**src/rtl/mux_display4.sv**
```systemverilog
// mux_display4 -- four-digit time-multiplexed 7-segment scanner.
//
// Holds a 16-bit value (four hex nibbles) and lights one digit at a time for
// REFRESH_DIV cycles each. New values are staged in a pending register and
// only copied into the displayed register at a frame boundary (end of digit
// 3's dwell), so a frame never mixes old and new nibbles. Optional
// leading-zero blanking disables the anodes of high-order zero digits.
//
// Parameters:
//   REFRESH_DIV   : cycles each digit is lit (>= 2)
//   AN_ACTIVE_LOW : 1 -> enabled anode driven 0, 0 -> enabled anode driven 1
// Ports:
//   clk        in  : system clock, rising edge
//   rst        in  : synchronous active-high reset
//   data_in    in  : [15:0] value to display, nibble k -> digit k (0 = rightmost)
//   load       in  : one-cycle capture request for data_in
//   blank_lz   in  : leading-zero blanking enable
//   s_muxfue   out : [3:0] nibble of the scanned digit
//   an         out : [3:0] anode enables, one-hot in scanned position
//   digit_idx  out : [1:0] scanned digit index
//   frame_tick out : high on the frame boundary cycle
module mux_display4 #(
  parameter int REFRESH_DIV   = 27000,
  parameter bit AN_ACTIVE_LOW = 1'b1
) (
  input  logic        clk,
  input  logic        rst,
  input  logic [15:0] data_in,
  input  logic        load,
  input  logic        blank_lz,
  output logic [3:0]  s_muxfue,
  output logic [3:0]  an,
  output logic [1:0]  digit_idx,
  output logic        frame_tick
);

  localparam int            PW         = (REFRESH_DIV > 1) ? $clog2(REFRESH_DIV) : 1;
  localparam logic [PW-1:0] PRESC_LAST = PW'(REFRESH_DIV - 1);

  logic [PW-1:0] presc_q, presc_d;
  logic [1:0]    idx_q, idx_d;
  logic [15:0]   disp_q, disp_d;
  logic [15:0]   pend_q, pend_d;
  logic          pend_v_q, pend_v_d;
  logic          blank_q, blank_d;

  logic          term;
  logic          boundary;
  logic          digit_blank;
  logic [3:0]    onehot;
  logic [3:0]    en;

  always_comb begin
    term     = (presc_q == PRESC_LAST);
    boundary = term && (idx_q == 2'd3);

    presc_d  = term ? '0 : presc_q + PW'(1);
    idx_d    = term ? idx_q + 2'd1 : idx_q;

    disp_d   = disp_q;
    pend_d   = pend_q;
    pend_v_d = pend_v_q;

    if (boundary) begin
      // A load arriving on the boundary itself bypasses the pending stage
      // and supersedes anything already staged.
      if (load) begin
        disp_d   = data_in;
        pend_v_d = 1'b0;
      end else if (pend_v_q) begin
        disp_d   = pend_q;
        pend_v_d = 1'b0;
      end
    end else if (load) begin
      pend_d   = data_in;
      pend_v_d = 1'b1;
    end

    // Registered so every output is driven from flops only; blanking takes
    // effect one cycle after blank_lz changes, with no frame alignment.
    blank_d = blank_lz;
  end

  always_ff @(posedge clk) begin
    if (rst) begin
      presc_q  <= '0;
      idx_q    <= 2'd0;
      disp_q   <= 16'h0000;
      pend_q   <= 16'h0000;
      pend_v_q <= 1'b0;
      blank_q  <= 1'b0;
    end else begin
      presc_q  <= presc_d;
      idx_q    <= idx_d;
      disp_q   <= disp_d;
      pend_q   <= pend_d;
      pend_v_q <= pend_v_d;
      blank_q  <= blank_d;
    end
  end

  always_comb begin
    // Digit k is a leading zero when nibbles k..3 are all zero; digit 0 always shows.
    unique case (idx_q)
      2'd0:    digit_blank = 1'b0;
      2'd1:    digit_blank = (disp_q[15:4]  == 12'h000);
      2'd2:    digit_blank = (disp_q[15:8]  == 8'h00);
      default: digit_blank = (disp_q[15:12] == 4'h0);
    endcase

    onehot     = 4'b0001 << idx_q;
    en         = (blank_q && digit_blank) ? 4'b0000 : onehot;
    an         = AN_ACTIVE_LOW ? ~en : en;
    s_muxfue   = disp_q[{idx_q, 2'b00} +: 4];
    digit_idx  = idx_q;
    frame_tick = boundary;
  end

endmodule
```
**config.mk**
```make
export PLATFORM = sky130hd
export DESIGN_NAME = mux_display4
export DESIGN_NICKNAME = d
export VERILOG_FILES = /design/src/rtl/mux_display4.sv
export SDC_FILE = /design/constraint.sdc
export NUM_CORES = 1
export LEC_CHECK = 0
export ABC_AREA = 1
export CAP_MARGIN = 5
export CORE_MARGIN = 4
export CORE_UTILIZATION = 55
export CTS_BUF_LIST = sky130_fd_sc_hd__clkbuf_4 sky130_fd_sc_hd__clkbuf_8
export DETAILED_ROUTE_END_ITERATION = 7
export PLACE_DENSITY = 0.76
export SYNTH_ARGS = -nofsm -noshare
export SYNTH_HDL_FRONTEND = slang
export SYNTH_SLANG_ARGS = --single-unit
```
**constraint.sdc**
```tcl
create_clock -name clk -period 3.4 [get_ports clk]
set_input_delay 0.51 -clock clk [delete_from_list [all_inputs] [get_ports clk]]
set_output_delay 0.51 -clock clk [all_outputs]
set_load 0.02 [all_outputs]
```
==> results of run 1 <==
-- power by group through the flow --
| stage | registers (W) | clock network, W | logic, W |
|---|---|---|---|
| global placement | 0.000637 | 0 | 0.000109 |
| global route | 0.000625 | 0.000470 | 0.000126 |
| detailed placement | 0.000637 | 0 | 0.000110 |
| finish | 0.000623 | 0.000438 | 0.000110 |
| floorplan | 0.000635 | 0 | 0.0000757 |
| CTS | 0.000623 | 0.000446 | 0.000111 |
-- worst paths after layout --
check,from,endpoint,cells past startpoint
max,digit_idx[0],an[3],8
min,presc_q[0],presc_q[0],1
max reg2reg,digit_idx[0],pend_q[3],5
min reg2reg,presc_q[0],presc_q[0],1
-- cell usage in the layout, fill, tap and decap left out, drive strengths merged --
cell type        n
o21ai            8
inv             68
and3             1
o21a            16
clkbuf           6
ha               6
nand2          102
nand4           21
nor3             7
clkdlybuf4s50   30
clkinv           4
a21oi           36
nor2            61
bufinv           1
buf              3
or2              1
xor2             1
nor3b            2
o21bai           2
xnor2            3
o31ai            1
nand3           27
dfxtp           51
-- area by class of cell --
class                   count  area share (%)
multi-input cells         295            44.9
flip-flops and latches     51            31.0
repair buffers             33            9.79
inverters                  71            8.08
well taps                  70            2.66
clock buffers               6            2.50
clock inverters             2            1.06
-- state kept, by name, indices dropped and copies added (netlist names) --
signal     cells
blank_q        1
pend_q        16
disp_q        16
pend_v_q       1
presc_q       15
digit_idx      2
-- worst max-delay path, stage by stage (launching register included) --
cell	delay [ns]
dfxtp_1	0.55
inv_1	0.27
ha_1	0.28
o21bai_1	0.15
inv_1	0.06
o21bai_1	0.05
nand2_1	0.11
nand2_1	0.07
clkdlybuf4s50_1	0.54
-- per-layer routing --
metal  vias to the layer above  wire length, microns
li1                       1413                     -
met1                      1192                  3010
met2                        56                  2830
met3                         6                   294
met4                         0                    68
met5                         -                     0
-- through the flow --
step	std cells	utilization (%)	hold WS, ns	instance area (sq um)
2_1_floorplan	437	-	0.418	2860
3_3_place_gp	520	62.6	0.432	3180
3_5_place_dp	520	62.6	0.449	3180
4_1_cts	528	65.0	0.457	3300
5_1_grt	528	65.0	0.481	3300
6_report	528	65.0	0.463	3300
-- logic make-up (layout without fill, tap and decap cells) --
logic type,count (synthesis),count (layout),synth area share (%)
fa+ha+maj,6,6,2.62
flops,51,51,35.6
compound gates,63,63,12.7
buf+inv,91,112,12.6
simple gates,222,222,35.2
xor+xnor,4,4,1.22
-- synth_stat cells (2+ instances only) --
master	instances
nand3_1	25
nand2_1	91
inv_2	5
clkinv_1	3
xnor2_1	3
nor2_1	56
inv_1	63
ha_1	6
nand2_2	11
o21a_1	16
dfxtp_1	51
clkbuf_1	6
o21ai_0	7
nor3_1	7
nor2_2	3
nor3b_1	2
a21oi_1	36
buf_1	5
nand4_1	21
buf_2	7
nor2_4	2
o21bai_1	2
==> impl_metrics.toml, run 1 <==
[die]
initial_utilization_pct = 56.4
io_pins = 31
die_w_microns = 80.2
coreArea_sq_um = 5070
fp.dieH_microns = 80.2
die_area_sq_um = 6430
rows = 26

[layout]
area_growth_syn_to_layout_pct = 15.1
antenna-diode-count = 0
multi_input_area_sq_um = 1480
ff_latch_area_sq_um = 1020
fillCellCount = 481
drive_gt1_share_pct = 7.42
nets = 483

[synthesis]
synthCells = 437
syn_area_sq_um = 2860
synth_top_cell_area_share_pct = 35.6
ys_warn_count = 0
yosys_register_bits = 51
synth_top_cell_by_area = "dfxtp_1"
syn_nets = 463
synthDistinctLibCells = 31
ys.flop_type = "dfxtp_1"
synthTopCellsByArea = "dfxtp_1 36%, nand2_1 12%, inv_1 8.3%"
syn_avg_cell_area_sq_um = 6.55
async_flop_share_pct = 0
synth_edf_count = 0
ys_seq_area_share_pct = 35.6

[timing]
worst-slew-pin-transition_ns = 0.892
max_freq_mhz = 346
hold_viol = 0
fin_crit_sh_pct = 85.1
finalCriticalPeriod_ns = 2.89
drv_slew = 0
fin_setup_tns_ns = 0
maxSlewHeadroom_pct = 40.5
setup-violations-final = 0
rsz0062_at_grt = "false"
finClkSkew_ns = 0.00665
setup_slack_ns = 0.507

[global_route]
grt_max_degree = 34
use_met1_pct = 27.5
grt_pass1_wl_mm = 10.5
grt_busiest_layer = "met2"
antenna_found_initial = 0
grt_use_total_pct = 20.2
grt_pass1_vias = 2416
met2_usage_pct = 33.6
grt_overflow = 0
gr-usage-met3_pct = 2.80

[routing]
ant_nets = 0
drc = 0
first_iter_violations = 153
post_drt_wl_per_cell_microns = 11.7
vias = 2667
routed_wl_mm = 6.20
via_per_inst = 5.05
dr.pass1.iters = 4

[clock_network]
numCtsBuffers = 5
htreeDepth = 2
clk_pin_slew_worst_paths_ns = 0.09
cts_tree = "yes"
cts_setup_buffers = 0
ctsResizeCount = 0
clock-sinks = 51
cts_buffer_depth = 2
clock_latency_ns = 0.30
clockRootBuffer = "clkbuf_8"
ctsHoldBuffers = 0

[worst_setup_path]
startpoint_type = "flop"
critPathMaxFanout = 14
arrival_ns = 2.38
path_class = "flop to output port"
critPathRequiredTime_ns = 2.89
rrSetupSlack_ns = 1.26
cp-end-kind = "output port"

[power_and_ir_drop]
internal_power_w = 0.000905
ir_worst_vdd_uv = 231
total_power_w = 0.00117
swShare_pct = 22.8
power_frac_clock_pct = 37.4
power_switching_w = 0.000267
p_per_area_nw_per_um2 = 355
power_frac_comb_pct = 9.4
seqPwrFrac_pct = 53.2
leakagePower_nw = 1.39

[run_status]
status = "completed"

[placed_design]
dp_hpwl_mm = 4.47
place_ws_ns = 0.842
place_congestion = 0.918
io_buffers = 30

[worst_hold_path]
hold_path.class = "flop to flop"

[run]
cap_viol_max_count = 0
No activity file was read; power rests on OpenSTA's default activity.
==> run 2: changes to the inputs <==
- CTS_CLUSTER_SIZE: unset -> 16
==> results of run 2 <==
Final layout, timing and power as in run 1 (identical DEF).
